$ cat config.mk
export PLATFORM = sky130hd
export DESIGN_NAME = decl_arb8_flat
export DESIGN_NICKNAME = d
export VERILOG_FILES = /design/src/rtl/decl_arb8_if.sv /design/src/rtl/decl_arb8.sv /design/src/flat_wrapper.sv
export SDC_FILE = /design/constraint.sdc
export NUM_CORES = 1
export LEC_CHECK = 0
export ABC_AREA = 1
export BUFFER_PORTS_ARGS = -buffer_cell sky130_fd_sc_hd__buf_2
export CAP_MARGIN = 40
export CORE_AREA = 2 2 57 59
export DETAILED_ROUTE_END_ITERATION = 12
export DIE_AREA = 0 0 59 61
export PLACE_DENSITY = 0.82
export RECOVER_POWER = 100
export REMOVE_ABC_BUFFERS = 1
export SLEW_MARGIN = 20
export SYNTH_ARGS = -nofsm -noshare
export SYNTH_HDL_FRONTEND = slang
export SYNTH_SLANG_ARGS = --single-unit
$ cat constraint.sdc
create_clock -name clk -period 3.31 [get_ports clk]
set_clock_uncertainty 0.1 [all_clocks]
set_input_delay 0.4965 -clock clk [delete_from_list [all_inputs] [get_ports clk]]
set_output_delay 0.4965 -clock clk [all_outputs]
set_load 0.01 [all_outputs]
$ cat src/rtl/decl_arb8_if.sv
// +-----------------------------------------------------------------------+
// | decl_arb8_if                                                          |
// | Request/grant bundle between eight requesters and the decl_arb8 core. |
// | Rev 1.0 - initial release                                             |
// +-----------------------------------------------------------------------+
`default_nettype none

interface decl_arb8_if;
  logic [7:0] req;
  logic       en;
  logic [7:0] gnt_n;
  logic [2:0] gsel;
  logic       busy;
  logic       to_evt;

  modport master (
    output req, en,
    input  gnt_n, gsel, busy, to_evt
  );

  modport slave (
    input  req, en,
    output gnt_n, gsel, busy, to_evt
  );
endinterface

`default_nettype wire

$ cat src/rtl/decl_arb8.sv
// +-----------------------------------------------------------------------+
// | decl_arb8                                                             |
// | Eight-way round-robin arbiter with active-low registered grants and a |
// | one-cycle dead slot between owners. Optional ownership timeout with   |
// | requester masking is built when ARB_TIMEOUT_EN is defined.            |
// | Rev 1.0 - initial release                                             |
// +-----------------------------------------------------------------------+
`default_nettype none

module decl_arb8 (
  input  logic        clk,
  input  logic        reset,
  decl_arb8_if.slave  bus
);

  typedef enum logic [1:0] {
    S_IDLE  = 2'd0,
    S_GRANT = 2'd1,
    S_TURN  = 2'd2
  } state_t;

  state_t     state_q, state_d;
  logic [7:0] gnt_n_q, gnt_n_d;
  logic [2:0] gsel_q,  gsel_d;
  logic [2:0] last_q,  last_d;
  logic       busy_q,  busy_d;

  logic [7:0] elig;
  logic       found;
  logic [2:0] winner;
  logic [2:0] idx;

`ifdef ARB_TIMEOUT_EN
  logic [3:0] cnt_q,    cnt_d;
  logic [7:0] mask_q,   mask_d;
  logic       to_evt_q, to_evt_d;

  assign elig       = bus.req & ~mask_q;
  assign bus.to_evt = to_evt_q;
`else
  assign elig       = bus.req;
  assign bus.to_evt = 1'b0;
`endif

  // Offset 8 wraps back to last itself, so a sole requester is regranted.
  always_comb begin
    found  = 1'b0;
    winner = last_q;
    idx    = last_q;
    for (int k = 1; k <= 8; k++) begin
      idx = last_q + 3'(k);
      if (!found && elig[idx]) begin
        found  = 1'b1;
        winner = idx;
      end
    end
  end

  always_comb begin
    state_d  = state_q;
    gnt_n_d  = gnt_n_q;
    gsel_d   = gsel_q;
    busy_d   = busy_q;
    last_d   = last_q;
`ifdef ARB_TIMEOUT_EN
    cnt_d    = cnt_q;
    mask_d   = mask_q & bus.req;
    to_evt_d = 1'b0;
`endif
    case (state_q)
      S_IDLE, S_TURN: begin
        if (bus.en && found) begin
          state_d = S_GRANT;
          gnt_n_d = ~(8'h01 << winner);
          gsel_d  = winner;
          busy_d  = 1'b1;
          last_d  = winner;
`ifdef ARB_TIMEOUT_EN
          cnt_d   = 4'd0;
`endif
        end else begin
          state_d = S_IDLE;
          gnt_n_d = 8'hFF;
          busy_d  = 1'b0;
        end
      end
      S_GRANT: begin
        if (!bus.req[gsel_q]) begin
          state_d = S_TURN;
          gnt_n_d = 8'hFF;
          busy_d  = 1'b0;
        end
`ifdef ARB_TIMEOUT_EN
        else if (cnt_q == 4'd15) begin
          state_d        = S_TURN;
          gnt_n_d        = 8'hFF;
          busy_d         = 1'b0;
          to_evt_d       = 1'b1;
          mask_d[gsel_q] = 1'b1;
        end else begin
          cnt_d = cnt_q + 4'd1;
        end
`endif
      end
      default: begin
        state_d = S_IDLE;
        gnt_n_d = 8'hFF;
        busy_d  = 1'b0;
      end
    endcase
  end

  always_ff @(posedge clk or posedge reset) begin
    if (reset) begin
      state_q  <= S_IDLE;
      gnt_n_q  <= 8'hFF;
      gsel_q   <= 3'd0;
      busy_q   <= 1'b0;
      last_q   <= 3'd7;
`ifdef ARB_TIMEOUT_EN
      cnt_q    <= 4'd0;
      mask_q   <= 8'h00;
      to_evt_q <= 1'b0;
`endif
    end else begin
      state_q  <= state_d;
      gnt_n_q  <= gnt_n_d;
      gsel_q   <= gsel_d;
      busy_q   <= busy_d;
      last_q   <= last_d;
`ifdef ARB_TIMEOUT_EN
      cnt_q    <= cnt_d;
      mask_q   <= mask_d;
      to_evt_q <= to_evt_d;
`endif
    end
  end

  assign bus.gnt_n = gnt_n_q;
  assign bus.gsel  = gsel_q;
  assign bus.busy  = busy_q;

endmodule

`default_nettype wire

$ cat src/flat_wrapper.sv
// flat-port wrapper written by rule: the top's interface ports become plain ports
module decl_arb8_flat 
  (clk, reset, bus_req, bus_en, bus_gnt_n, bus_gsel, bus_busy, bus_to_evt);
  decl_arb8_if bus_i ();
  input  logic clk;
  input  logic reset;
  input wire logic [$bits(bus_i.req)-1:0] bus_req;
  input wire logic [$bits(bus_i.en)-1:0] bus_en;
  output wire logic [$bits(bus_i.gnt_n)-1:0] bus_gnt_n;
  output wire logic [$bits(bus_i.gsel)-1:0] bus_gsel;
  output wire logic [$bits(bus_i.busy)-1:0] bus_busy;
  output wire logic [$bits(bus_i.to_evt)-1:0] bus_to_evt;
  assign bus_i.req = bus_req;
  assign bus_i.en = bus_en;
  assign bus_gnt_n = bus_i.gnt_n;
  assign bus_gsel = bus_i.gsel;
  assign bus_busy = bus_i.busy;
  assign bus_to_evt = bus_i.to_evt;
  decl_arb8 u_core (.clk(clk), .reset(reset), .bus(bus_i));
endmodule
==> run summary <==
====================================================================================
Result of the run                                                       finished, final reports clean
Synthesized area divided by synthesized cell count                         6.45 um^2
Most frequently used cell type in the post-synthesis netlist                 nand2_1
Synthesized cell area                                                      1550 um^2
Flip-flop and latch count after synthesis                                         16
TritonCTS buffer count                                                             3
Reg-to-reg slack, setup                                                       390 ps
Weighted congestion at the end of routability-driven global placement          0.915
Instance count of the mapped netlist                                             241
Via count of the first global-routing pass                                      1316
Starting density of the core                                                   0.526
Top FF cell, synth                                                           dfstp_2
Data arrival time of the critical path                                       3040 ps
Number of max-slew violations in the final report                                  0
Proportion of layout cells with a drive suffix above 1                         0.201
Setup crit start kind                                                           flop
Largest net degree at the start of global routing                                 17
Cell types with the highest counts after synthesis                      77 x nand2_1, 37 x nor2_1, 31 x nand3_1, 20 x inv_1
Initial antenna violation count                                                    0
Via count of the routed design                                                  1536
Worst Setup SP                                                          u_core.last_q[0]
Count of synthesis-stage warnings from yosys                                       0
Maximum fanout encountered on the critical timing path                            12
Antenna cells                                                                      0
Via density per instance                                                        5.17
Filler Cells Inserted                                                            291
Type of destination of the critical path                                        flop
Total wire length                                                            3610 um
Path class of the lowest-slack min-delay path                               in2async
Standard-cell rows                                                                20
Core Region                                                                2950 um^2
Area overhead of the layout relative to synthesis                              8.05%
Routed WL per cell                                                           12.1 um
Max capacitance violation total                                                    0
# hold bufs at CTS                                                                 0
Final Net Count                                                                  278
Number of library cell types mapped by synthesis                                  31
Post-synth top area share                                                      0.186
DPL Wire Length                                                              2940 um
Total overflow reported by the global router                                       0
CTS tree                                                                         yes
Vertical die dimension                                                         61 um
# clock sinks                                                                     16
Clock root buffer                                                           clkbuf_4
Setup repair after global routing missed its margin                               no
Setup fix buffers added after clock tree synthesis                                 0
F_max                                                                      0.343 GHz
Final critical delay including setup and external delays                     2920 ps
Post-route fraction of the period consumed by the critical path                0.881
Top-level port count                                                              24
Part of the Yosys area used for sequential elements                            0.267
Remaining number of nets flagged by the antenna check after routing                0
Async set-reset flop share out of synthesis                                     1.00
Post-synth EDFFs                                                                   0
Wire length of the first global-routing pass                                 5870 um
Startpoint of the lowest-slack register-to-register path                u_core.last_q[0]
Worst slew pin tran                                                           593 ps
Remaining max-slew budget at the tightest pin                                  0.604
Post-cts resize count                                                              0
Critical register-to-register path endpoint                             u_core.bus.gnt_n[6]
Number of iterations in the first detailed-routing pass                            4
Total global routing track utilization                                         0.214
Final setup TNS                                                                 0 ps
Setup violations, final                                                            0
Worst skew pair latency                                                       280 ps
Clock slew seen by the registers of the worst setup and hold paths             90 ps
Total count of hold-check failures in the final report                             0
Iteration-0 DRC Markers                                                           58
Die extent in x                                                                59 um
Cell taking the most area after synthesis                                    dfstp_2
Clock H-tree levels                                                                1
Floorplan die area                                                         3600 um^2
Category of the critical setup timing path                                   reg2reg
Remaining DRCs                                                                     0
Count of cells along the worst register-to-register path                          16
Synth area leaders                                                      dfstp_2 19%, nand2_1 19%, nand3_1 10%
Port-buffer cells                                                                 22
Max Buffers Root-to-Sink                                                           2
CP Data Required Time                                                        3430 ps
====================================================================================
## metal layers
layer	vias to the layer above	global-route usage	wire length (um)
li1	812	-	-
met1	694	0.286	1710
met2	28	0.386	1790
met3	2	0.0192	105
met4	0	0.0292	9
met5	-	0	0
## registers in the layout, summed over array words and instances, names as in the netlist
register,count
u_core.bus.gnt_n,8
u_core.bus.gsel,3
u_core.last_q,3
u_core.state_q,2
## critical path: stages (launching register included)
cell and delay [ps]:
dfstp_2 540, inv_2 110, ha_1 410, inv_1 200, nand3_1 160, nand3_1 190, nand2_4 120, nor2_8 170
nand4_1 110, nor2_1 200, nor2_1 70, nand2_1 80, nand2_2 80, nand2_2 90, nand2_4 70, nor2_1 130
nor2_1 50
## stage by stage
step	worst slack, ps	util	hold slack [ps]	std cells	area [um^2]
2_1_floorplan	691	-	302	236	1510
3_3_place_gp	568	0.567	388	293	1680
3_5_place_dp	523	0.567	395	293	1680
4_1_cts	500	0.580	158	297	1710
5_1_grt	138	0.569	211	297	1680
6_report	393	0.569	161	297	1680
## worst max path at each step
stage,to,slack (ps),cells after the start
finish,u_core.bus.gnt_n[6],390,16
CTS,u_core.bus.gnt_n[5],500,16
detailed placement,u_core.bus.gnt_n[5],520,16
global route,u_core.bus.gnt_n[5],140,16
floorplan,u_core.bus.gnt_n[6],690,16
global placement,u_core.bus.gnt_n[5],570,16
## logic make-up (layout without fill, tap and decap cells)
group	after synthesis	count (layout)	synth area share
simple gates	172	172	0.543
buf+inv	30	53	0.0902
compound gates	17	17	0.0644
flops	16	16	0.267
xor+xnor	3	3	0.0169
fa+ha+maj	2	2	0.0161
other cells	1	1	0.00241
## area by class of cell
class | count | area [um^2] | area share
clock buffer | 4 | 36.3 | 0.0216
timing repair buffer | 24 | 111 | 0.0663
inverter | 25 | 95.1 | 0.0566
tap | 33 | 41.3 | 0.0246
multi-input combinational | 195 | 981 | 0.584
sequential | 16 | 414 | 0.247
## cells in the final DEF, fill, tap and decap left out, drive strengths merged
cell type,netlist,routed
dfstp,11,11
nand2,87,87
inv,23,23
o22ai,2,2
nand4,3,3
buf,5,13
dfrtp,5,5
nor2,40,40
clkinv,2,2
xor2,2,2
conb,1,1
nor3,1,1
ha,2,2
a21oi,1,1
o21ai,12,12
nand3,39,39
nand3b,2,2
a31oi,2,2
clkbuf,0,15
xnor2,1,1
Power is left out: the tool's default activity adds up to more than one toggle a clock period on the data nets, which glitch-free logic cannot reach.
